<file path="src/rtl/soc_system_cpu_oci_dct_monitor_if.sv">
// Trace-capture bundle for the OCI data-trace monitor: the frame-commit
// side (buffer, count, strobe) and the valid/ready read-out side.
interface soc_system_cpu_oci_dct_monitor_if #(
    parameter int FRAME_W = 30,
    parameter int COUNT_W = 4
);
    logic [FRAME_W-1:0]         dct_buffer;
    logic [COUNT_W-1:0]         dct_count;
    logic                       dct_valid;
    logic [COUNT_W+FRAME_W-1:0] rd_data;
    logic                       rd_valid;
    logic                       rd_ready;

    // Trace source and consumer side
    modport master (
        output dct_buffer, dct_count, dct_valid, rd_ready,
        input  rd_data, rd_valid
    );

    // Monitor side
    modport slave (
        input  dct_buffer, dct_count, dct_valid, rd_ready,
        output rd_data, rd_valid
    );
endinterface

</file>
<file path="src/rtl/soc_system_cpu_oci_dct_monitor.sv">
// OCI data-trace capture monitor: checks each committed frame's slot count,
// queues legal frames in a first-word-fall-through FIFO with a registered
// head, counts dropped and malformed frames, and sequences an end-of-test
// flush (CAPTURE -> FLUSH -> DONE, or HALT from anywhere).
module soc_system_cpu_oci_dct_monitor #(
    parameter int FRAME_W = 30,
    parameter int COUNT_W = 4,
    parameter int SLOTS   = 3,
    parameter int DEPTH   = 16,
    parameter int OVF_W   = 8
) (
    input  logic                           clk,
    input  logic                           reset_n,
    soc_system_cpu_oci_dct_monitor_if.slave trace,
    input  logic                           test_ending,
    input  logic                           test_has_ended,
    output logic [$clog2(DEPTH):0]         fill,
    output logic [OVF_W-1:0]               overflow_cnt,
    output logic [OVF_W-1:0]               error_cnt,
    output logic [1:0]                     state,
    output logic                           done
);
    localparam int PTR_W   = $clog2(DEPTH);
    localparam int ENTRY_W = COUNT_W + FRAME_W;

    localparam logic [PTR_W:0]       FILL_FULL  = (PTR_W+1)'(DEPTH);
    localparam logic [PTR_W:0]       FILL_ONE   = (PTR_W+1)'(1);
    localparam logic [PTR_W:0]       FILL_ZERO  = {(PTR_W+1){1'b0}};
    localparam logic [PTR_W-1:0]     PTR_ONE    = PTR_W'(1);
    localparam logic [PTR_W-1:0]     PTR_ZERO   = {PTR_W{1'b0}};
    localparam logic [COUNT_W-1:0]   COUNT_MAX  = COUNT_W'(SLOTS);
    localparam logic [COUNT_W-1:0]   COUNT_ZERO = {COUNT_W{1'b0}};
    localparam logic [OVF_W-1:0]     CNT_MAX    = {OVF_W{1'b1}};
    localparam logic [OVF_W-1:0]     CNT_ONE    = OVF_W'(1);
    localparam logic [OVF_W-1:0]     CNT_ZERO   = {OVF_W{1'b0}};
    localparam logic [ENTRY_W-1:0]   ENTRY_ZERO = {ENTRY_W{1'b0}};

    typedef enum logic [1:0] {
        ST_CAPTURE = 2'd0,
        ST_FLUSH   = 2'd1,
        ST_DONE    = 2'd2,
        ST_HALT    = 2'd3
    } state_e;

    state_e               state_r;
    state_e               state_next_s;
    logic [PTR_W-1:0]     wr_ptr_r;
    logic [PTR_W-1:0]     rd_ptr_r;
    logic [PTR_W-1:0]     rd_ptr_next_s;
    logic [PTR_W:0]       fill_r;
    logic [PTR_W:0]       fill_next_s;
    logic [ENTRY_W-1:0]   rd_data_r;
    logic [ENTRY_W-1:0]   head_next_s;
    logic [ENTRY_W-1:0]   entry_s;
    logic                 rd_valid_r;
    logic                 done_r;
    logic [OVF_W-1:0]     ovf_cnt_r;
    logic [OVF_W-1:0]     err_cnt_r;
    logic [ENTRY_W-1:0]   mem_r [DEPTH];

    logic count_legal_s;
    logic capture_s;
    logic pop_s;
    logic push_s;
    logic err_hit_s;
    logic ovf_hit_s;

    assign entry_s       = {trace.dct_count, trace.dct_buffer};
    assign count_legal_s = (trace.dct_count != COUNT_ZERO) && (trace.dct_count <= COUNT_MAX);
    assign capture_s     = trace.dct_valid && (state_r == ST_CAPTURE);
    // rd_valid_r is already low in HALT, so pops are blocked there too
    assign pop_s         = rd_valid_r && trace.rd_ready;
    assign push_s        = capture_s && count_legal_s && ((fill_r != FILL_FULL) || pop_s);
    assign err_hit_s     = capture_s && !count_legal_s;
    assign ovf_hit_s     = capture_s && count_legal_s && (fill_r == FILL_FULL) && !pop_s;
    assign rd_ptr_next_s = pop_s ? (rd_ptr_r + PTR_ONE) : rd_ptr_r;

    // Occupancy after this edge's push/pop
    always_comb begin
        fill_next_s = fill_r;
        case ({push_s, pop_s})
            2'b10:   fill_next_s = fill_r + FILL_ONE;
            2'b01:   fill_next_s = fill_r - FILL_ONE;
            default: fill_next_s = fill_r;
        endcase
    end

    // Next head entry; a frame written into the slot that becomes the head bypasses storage
    always_comb begin
        head_next_s = ENTRY_ZERO;
        if (fill_next_s == FILL_ZERO) begin
            head_next_s = ENTRY_ZERO;
        end else if (push_s && (wr_ptr_r == rd_ptr_next_s)) begin
            head_next_s = entry_s;
        end else begin
            head_next_s = mem_r[rd_ptr_next_s];
        end
    end

    // Next state; test_has_ended overrides every other transition
    always_comb begin
        state_next_s = state_r;
        case (state_r)
            ST_CAPTURE: state_next_s = test_ending ? ST_FLUSH : ST_CAPTURE;
            ST_FLUSH:   state_next_s = (fill_r == FILL_ZERO) ? ST_DONE : ST_FLUSH;
            ST_DONE:    state_next_s = ST_DONE;
            ST_HALT:    state_next_s = ST_HALT;
            default:    state_next_s = ST_CAPTURE;
        endcase
        if (test_has_ended) begin
            state_next_s = ST_HALT;
        end else begin
            state_next_s = state_next_s;
        end
    end

    // Frame storage (intentionally not reset)
    always_ff @(posedge clk) begin
        if (push_s) begin
            mem_r[wr_ptr_r] <= entry_s;
        end
    end

    // State machine, pointers, registered read port and saturating counters
    always_ff @(posedge clk or negedge reset_n) begin
        if (!reset_n) begin
            state_r    <= ST_CAPTURE;
            wr_ptr_r   <= PTR_ZERO;
            rd_ptr_r   <= PTR_ZERO;
            fill_r     <= FILL_ZERO;
            rd_data_r  <= ENTRY_ZERO;
            rd_valid_r <= 1'b0;
            done_r     <= 1'b0;
            ovf_cnt_r  <= CNT_ZERO;
            err_cnt_r  <= CNT_ZERO;
        end else begin
            state_r    <= state_next_s;
            wr_ptr_r   <= push_s ? (wr_ptr_r + PTR_ONE) : wr_ptr_r;
            rd_ptr_r   <= rd_ptr_next_s;
            fill_r     <= fill_next_s;
            rd_data_r  <= head_next_s;
            rd_valid_r <= (fill_next_s != FILL_ZERO) && (state_next_s != ST_HALT);
            done_r     <= (state_next_s == ST_DONE) || (state_next_s == ST_HALT);
            if (ovf_hit_s && (ovf_cnt_r != CNT_MAX)) begin
                ovf_cnt_r <= ovf_cnt_r + CNT_ONE;
            end
            if (err_hit_s && (err_cnt_r != CNT_MAX)) begin
                err_cnt_r <= err_cnt_r + CNT_ONE;
            end
        end
    end

    assign trace.rd_data  = rd_data_r;
    assign trace.rd_valid = rd_valid_r;
    assign fill           = fill_r;
    assign overflow_cnt   = ovf_cnt_r;
    assign error_cnt      = err_cnt_r;
    assign state          = state_r;
    assign done           = done_r;
endmodule

</file>
<file path="src/flat_wrapper.sv">
// flat-port wrapper written by rule: the top's interface ports become plain ports
module soc_system_cpu_oci_dct_monitor_flat 
#(
    parameter int FRAME_W = 30,
    parameter int COUNT_W = 4,
    parameter int SLOTS   = 3,
    parameter int DEPTH   = 16,
    parameter int OVF_W   = 8
)
  (clk, reset_n, test_ending, test_has_ended, fill, overflow_cnt, error_cnt, state, done, trace_dct_buffer, trace_dct_count, trace_dct_valid, trace_rd_ready, trace_rd_data, trace_rd_valid);
  soc_system_cpu_oci_dct_monitor_if #(.FRAME_W(FRAME_W), .COUNT_W(COUNT_W)) trace_i ();
  input  logic clk;
  input  logic reset_n;
  input  logic test_ending;
  input  logic test_has_ended;
  output logic [$clog2(DEPTH):0] fill;
  output logic [OVF_W-1:0] overflow_cnt;
  output logic [OVF_W-1:0] error_cnt;
  output logic [1:0] state;
  output logic done;
  input wire logic [$bits(trace_i.dct_buffer)-1:0] trace_dct_buffer;
  input wire logic [$bits(trace_i.dct_count)-1:0] trace_dct_count;
  input wire logic [$bits(trace_i.dct_valid)-1:0] trace_dct_valid;
  input wire logic [$bits(trace_i.rd_ready)-1:0] trace_rd_ready;
  output wire logic [$bits(trace_i.rd_data)-1:0] trace_rd_data;
  output wire logic [$bits(trace_i.rd_valid)-1:0] trace_rd_valid;
  assign trace_i.dct_buffer = trace_dct_buffer;
  assign trace_i.dct_count = trace_dct_count;
  assign trace_i.dct_valid = trace_dct_valid;
  assign trace_i.rd_ready = trace_rd_ready;
  assign trace_rd_data = trace_i.rd_data;
  assign trace_rd_valid = trace_i.rd_valid;
  soc_system_cpu_oci_dct_monitor #(.FRAME_W(FRAME_W), .COUNT_W(COUNT_W), .SLOTS(SLOTS), .DEPTH(DEPTH), .OVF_W(OVF_W)) u_core (.clk(clk), .reset_n(reset_n), .trace(trace_i), .test_ending(test_ending), .test_has_ended(test_has_ended), .fill(fill), .overflow_cnt(overflow_cnt), .error_cnt(error_cnt), .state(state), .done(done));
endmodule
</file>
<file path="config.mk">
export PLATFORM = sky130hd
export DESIGN_NAME = soc_system_cpu_oci_dct_monitor_flat
export DESIGN_NICKNAME = d
export VERILOG_FILES = /design/src/rtl/soc_system_cpu_oci_dct_monitor_if.sv /design/src/rtl/soc_system_cpu_oci_dct_monitor.sv /design/src/flat_wrapper.sv
export SDC_FILE = /design/constraint.sdc
export NUM_CORES = 1
export LEC_CHECK = 0
export CORE_MARGIN = 3
export CORE_UTILIZATION = 50
export DETAILED_ROUTE_END_ITERATION = 7
export HOLD_SLACK_MARGIN = 0.1
export PLACE_DENSITY = 0.67
export SLEW_MARGIN = 20
export SYNTH_ARGS = -nofsm -noshare
export SYNTH_HDL_FRONTEND = slang
export SYNTH_SLANG_ARGS = --single-unit
export TNS_END_PERCENT = 5
</file>
<file path="constraint.sdc">
create_clock -name clk -period 5.78 [get_ports clk]
set_input_delay 1.734 -clock clk [delete_from_list [all_inputs] [get_ports clk]]
set_output_delay 1.734 -clock clk [all_outputs]
set_load 0.02 [all_outputs]
</file>
Word level (Yosys, flattened, before mapping)
Memory sizes are Yosys's and may differ from the RTL's.
Index checks and enable logic that the tools add are counted.
{"block": "totals", "ff_bits": 67, "mem_bits_rw": 544, "inputBits": 40, "out_inout_bits": 59, "elab_cells": 61, "memories": 1}
{"block": "op_classes", "addsub": 6, "n_lt_le_gt_ge": 1, "eq_ne": 13, "mux": 10, "n_reduce_logical": 21}
{"memory": "u_core.mem_r", "depth": 16, "width": 34, "read_ports": 1, "rd_clocked_by_memory_dff": 0, "write_ports": 1, "line": "soc_system_cpu_oci_dct_monitor.sv:59", "rtl": "logic [ENTRY_W-1:0] mem_r [DEPTH];"}
{"op": "$mux 34", "count": 2}
{"op": "$add 8x1->8 const B", "count": 2}
{"op": "$ne 8x8->1 const B", "count": 2}
{"op": "$logic_and 1x1->1", "count": 12}
{"op": "$eq 2x2->1 const B", "count": 5}
{"op": "$logic_not 5->1", "count": 2}
{"op": "$pmux 5 s2", "count": 1}
{"op": "$add 4x1->4 const B", "count": 2}
{"op": "$pmux 2 s4", "count": 1}
{"op": "$add 5x1->5 const B", "count": 1}
{"op": "$eq 5x5->1 const B", "count": 1}
{"op": "$ne 5x5->1 const B", "count": 1}
{"op": "$reduce_bool 5->1", "count": 1}
{"op": "$sub 5x1->5 const B", "count": 1}
{"op": "$eq 2x1->1 const B", "count": 2}
{"op": "$eq 4x4->1", "count": 1}
{"op": "$le 4x2->1 const B", "count": 1}
{"op": "$mux 2", "count": 2}
{"op": "$mux 4", "count": 1}
{"op": "$reduce_bool 4->1", "count": 1}
{"op": "$mux 1", "count": 3}
{"op": "$logic_not 1->1", "count": 2}
{"op": "$logic_not 2->1", "count": 1}
{"op": "$logic_or 1x1->1", "count": 2}
{"op": "$ne 2x2->1 const B", "count": 1}

Longest topological paths before layout
{"block": "depth", "word_depth": 8, "depth_mapped": 12, "mapped_depth_nobuf": 11}

Least setup slack after synthesis
No wires, ideal clock.
{"block": "synth_timing", "path_kind": "in2reg", "from": "in trace_dct_valid", "to": "mem u_core.mem_r[3][0] (netlist bit) (enable)", "setup_ns": 0.467, "arrival_time_ns": 4.980, "setup_slack_ns": 0.332, "path_stages": 6, "path_cell_list": "nor3b_2 -> and3_1 -> and2_1 -> buf_2 -> nand2_1 -> nor3_1"}
{"block": "synth_between", "elab_chain_len": 5}
{"element": "from (decl)", "line": "flat_wrapper.sv:23", "rtl": "input wire logic [$bits(trace_i.dct_valid)-1:0] trace_dct_valid;"}
{"element": "$logic_and 1x1->1", "line": "soc_system_cpu_oci_dct_monitor.sv:70", "rtl": "assign capture_s = trace.dct_valid && (state_r == ST_CAPTURE);"}
{"element": "$logic_and 1x1->1 (2 in series)", "line": "soc_system_cpu_oci_dct_monitor.sv:73", "rtl": "assign push_s = capture_s && count_legal_s && ((fill_r != FILL_FULL) || pop_s);"}
{"element": "$mux 1", "line": "soc_system_cpu_oci_dct_monitor.sv:119", "rtl": "if (push_s) begin"}
{"element": "$mux 1 (not written as such)", "line": "soc_system_cpu_oci_dct_monitor.sv:120", "rtl": "mem_r[wr_ptr_r] <= entry_s;"}
{"element": "to (decl)", "line": "soc_system_cpu_oci_dct_monitor.sv:59"}
No other way between the ends.

Worst setup path in the final report
{"block": "layout_timing", "from": "in trace_dct_count[1]", "to": "reg u_core.rd_data_r[1], in the netlist u_core.trace.rd_data[1]"}
{"block": "layout_between", "elab_chain_len": 8}
{"element": "from (decl)", "line": "flat_wrapper.sv:22", "rtl": "input wire logic [$bits(trace_i.dct_count)-1:0] trace_dct_count;"}
{"element": "$le 4x2->1 / $reduce_bool 4->1 (equally long branches)", "line": "soc_system_cpu_oci_dct_monitor.sv:69", "rtl": "assign count_legal_s = (trace.dct_count != COUNT_ZERO) && (trace.dct_count <= COUNT_MAX);"}
{"element": "$logic_and 1x1->1 *", "line": "soc_system_cpu_oci_dct_monitor.sv:69"}
{"element": "$logic_and 1x1->1 * (2 in series)", "line": "soc_system_cpu_oci_dct_monitor.sv:73"}
{"element": "$eq 2x1->1 / $eq 2x2->1 (equally long branches)", "line": "soc_system_cpu_oci_dct_monitor.sv:81", "rtl": "case ({push_s, pop_s})"}
{"element": "$pmux 5 s2", "line": "soc_system_cpu_oci_dct_monitor.sv:81"}
{"element": "$logic_not 5->1", "line": "soc_system_cpu_oci_dct_monitor.sv:91", "rtl": "if (fill_next_s == FILL_ZERO) begin"}
{"element": "$mux 34 *", "line": "soc_system_cpu_oci_dct_monitor.sv:91"}
{"element": "named net u_core.head_next_s[1]", "line": "soc_system_cpu_oci_dct_monitor.sv:53", "rtl": "logic [ENTRY_W-1:0] head_next_s;"}
{"element": "to (signal assigned)", "line": "soc_system_cpu_oci_dct_monitor.sv:141", "rtl": "rd_data_r <= head_next_s;"}
{"element": "to (decl)", "line": "soc_system_cpu_oci_dct_monitor.sv:52", "rtl": "logic [ENTRY_W-1:0] rd_data_r;"}
Mark *: on every way through the listed nets, which the timed path passes. The rest lies on a longest branch.
A chain may end at the register's enable or synchronous reset.

==> flow_summary.toml <==
[clock_tree]
cts_resized = 0
hold_buffers = 0
cts_tree = "built"
ctsHtreeMaxLevel = 3
cts_buffers = 66
cts_sinks = 611
cts_max_path_buffers = 3
root_buffer = "clkbuf_16"
post_cts_buffers = 0
clkTransAtPathRegs_ns = 0.06
clock_latency_ns = 0.60

[min_path]
min_path_cells = 1
min_from = "u_core.error_cnt[7]"
hold_class = "reg -> reg"
whs_endpoint = "u_core.error_cnt[7]"

[sta]
max_freq_mhz = 204
holdWs_ns = 0.493
final_max_slew_viol_count = 0
fin_crit_sh = 0.850
finClkSkew_ns = 0.0151
min_period_ns = 4.91
final-setup-viol-count = 0
relSlewSlack = 0.274
hold_violations = 0
worst_slew_pin_slew_ns = 1.09
rsz0062_at_grt = "false"
tns_ns = 0

[worst_setup_path]
rrSetupSlack_ns = 1.65
cp_data_required_time_ns = 6.22
arrival_ns = 5.35
crit_path_max_fanout = 33
start_kind = "input pin"
rr_endpoint = "u_core.trace.rd_data[1]"
end_kind = "register"
critPathMostFrequentCell = "nand3_1"
timing.rr.start = "u_core.rd_ptr_r[1]"
crit_slowest_cell = "clkdlybuf4s50_1"
max_stage_delay_ns = 0.69
criticalPathCategory = "in -> reg"
crit_chain = "clkdlybuf4s50_1 > or2_0 > nand3_1 > nand2_1 > inv_1 > ha_1 > nand2b_1 > a21o_1 > mux2i_1 > a211o_1 > nand3_1 > buf_4 > o21ai_0"
worstSetupStartpoint = "trace_dct_count[1]"
rr_worst_depth = 8

[global_route]
grt_pass1_wl_mm = 132
grt_pass1_vias = 20800
grt_max_degree = 144
antenna_found_initial = 6
grt_use_total = 0.287
grt.overflow.total = 0

[route]
ant_nets = 0
viasPerCell = 7.01
drc = 0
first_pass_iters = 7
wire_per_inst_um = 29.4
dr_total_vias = 20900
drtIter0Drc = 2532
wl_mm = 87.6

[synthesis]
synth_area_um2 = 29300
synth_flop_cell = "edfxtp_1"
synth_nets = 2185
synth-seq-cells = 611
netlist_instances = 2134
yosysUniqueCellTypes = 71
syn_area_per_cell_um2 = 13.7
yosysSeqAreaShare = 0.616
async_flop_share = 0.110
synth_edf_count = 544
yosys_warnings = 0

[placement]
hpwlAfterDp_mm = 49.0
gp_congestion = 0.887
io_buffers = 98

[finish]
area_growth_pct = 13.5
fin_nets = 2210
layout_common_cells = "544 x edfxtp_1, 182 x a21oi_1, 124 x nand2_1"
drive_above_1_share = 0.170
final_common_cell = "edfxtp_1"

[floorplanning]
coreArea_um2 = 57800
initial_utilization = 0.506
ios = 99
die_y_um = 248
fp-row-count = 88
die_w_um = 248
die_area_um2 = 61500

[status]
run_status = "complete, no violations"

[pwr]
leakage_nw = 11.1
peakVddDrop_uv = 187
p_per_area_nw_per_um2 = 306

[job]
maxCapViolCount = 0
==> final cells by class <==
| type | instances | area, um^2 |
|---|---|---|
| clock buffers | 92 | 1930 |
| well taps | 765 | 957 |
| inverters | 18 | 77.6 |
| clock inverters | 27 | 210 |
| fillers | 4495 | 24600 |
| multi-input cells | 1296 | 10300 |
| flip-flops and latches | 611 | 18000 |
| diodes | 3 | 7.51 |
| repair buffers | 166 | 1680 |
==> cell usage after synthesis, types with 6 or more instances <==
cell       count  share of area
a2111oi_0      9         0.0027
a2111oi_1      7         0.0024
a2111oi_2     14         0.0072
a211o_1       58          0.017
a211oi_1      11         0.0028
a21o_1        34         0.0087
a21oi_1      183          0.031
a221o_1       31          0.011
a221oi_1      32         0.0096
a22oi_1       61          0.016
a311oi_1       6         0.0018
a31oi_1       35         0.0075
and2_0         9         0.0019
and2_1        25         0.0053
and3_1        11         0.0024
buf_1         16         0.0021
buf_2         68          0.012
buf_4         16         0.0041
clkbuf_1     101          0.013
dfrtp_1       67          0.057
edfxtp_1     544           0.56
ha_1          10         0.0043
inv_1         13         0.0017
mux2_2        91          0.035
mux2i_1       11         0.0038
mux4_2        66          0.051
nand2_1      124          0.016
nand3_1       46         0.0079
nand4_1       67          0.014
nor2_1        24         0.0031
o2111ai_1     29         0.0087
o211a_1       61          0.021
o211ai_1      39          0.010
o21ai_0       79          0.014
o21ai_1       26         0.0044
o22ai_1       33         0.0071
xnor2_1       14         0.0042
xor2_1         8         0.0024
==> layer usage <==
layer	global-route usage	up-vias	part of all wire
li1	-	8750	-
met1	0.397	10800	0.40
met2	0.452	1170	0.47
met3	0.0557	214	0.095
met4	0.108	4	0.033
met5	0	-	0.00022
==> worst max-delay path, delay by kind of cell <==
kind                       cells  cell delay [ns]
buffers and inverters          3             1.25
and+or+nand+nor                5             0.94
AOI/OAI and AO/OA              3             0.91
adders and majority gates      1             0.36
muxes                          1             0.14
==> logic make-up after synthesis <==
kind of cell | Yosys count | share of synthesized area
fa+ha+maj | 11 | 0.00496
simple gates | 332 | 0.0574
mux | 172 | 0.0932
compound gates | 759 | 0.186
buf+inv | 227 | 0.0364
flops | 611 | 0.616
xor+xnor | 22 | 0.00659
==> sequential cells by signal, indices dropped and copies added, names as in the netlist <==
signal                 flops
u_core.trace.rd_valid      1
u_core.wr_ptr_r            4
u_core.error_cnt           8
u_core.done                1
u_core.mem_r             544
u_core.trace.rd_data      34
u_core.fill                5
u_core.state               2
u_core.overflow_cnt        8
u_core.rd_ptr_r            4
==> metrics by stage <==
stage               instances   util  total power, mW  setup slack, ns  cell area (um^2)
CTS                      2975  0.574             10.2            0.983             33200
detailed placement       2856  0.538             6.05            0.382             31100
global placement         2856  0.538             6.03            0.543             31100
global route             2975  0.574             10.5            0.698             33200
floorplan                2134      -             5.67            0.332             29300
finish                   2978  0.575             10.1            0.868             33200
==> worst max path at each step <==
stage	endpoint	slack [ns]	cells past startpoint
after global routing	u_core.trace.rd_data[2]	0.70	13
after floorplan	u_core.mem_r[3][0]	0.33	6
after CTS	u_core.trace.rd_data[1]	0.98	13
final	u_core.trace.rd_data[1]	0.87	13
after global placement	u_core.trace.rd_data[3]	0.54	12
after detailed placement	u_core.trace.rd_data[2]	0.38	13
==> where the power goes <==
part	leakage (nW)	total [mW]	internal (mW)	switching, mW
Sequential	5.71	4.88	4.84	0.0433
Combinational	4.39	1.09	0.417	0.672
Clock	1.05	4.18	2.46	1.72
Power figures use the tool's default switching activity.
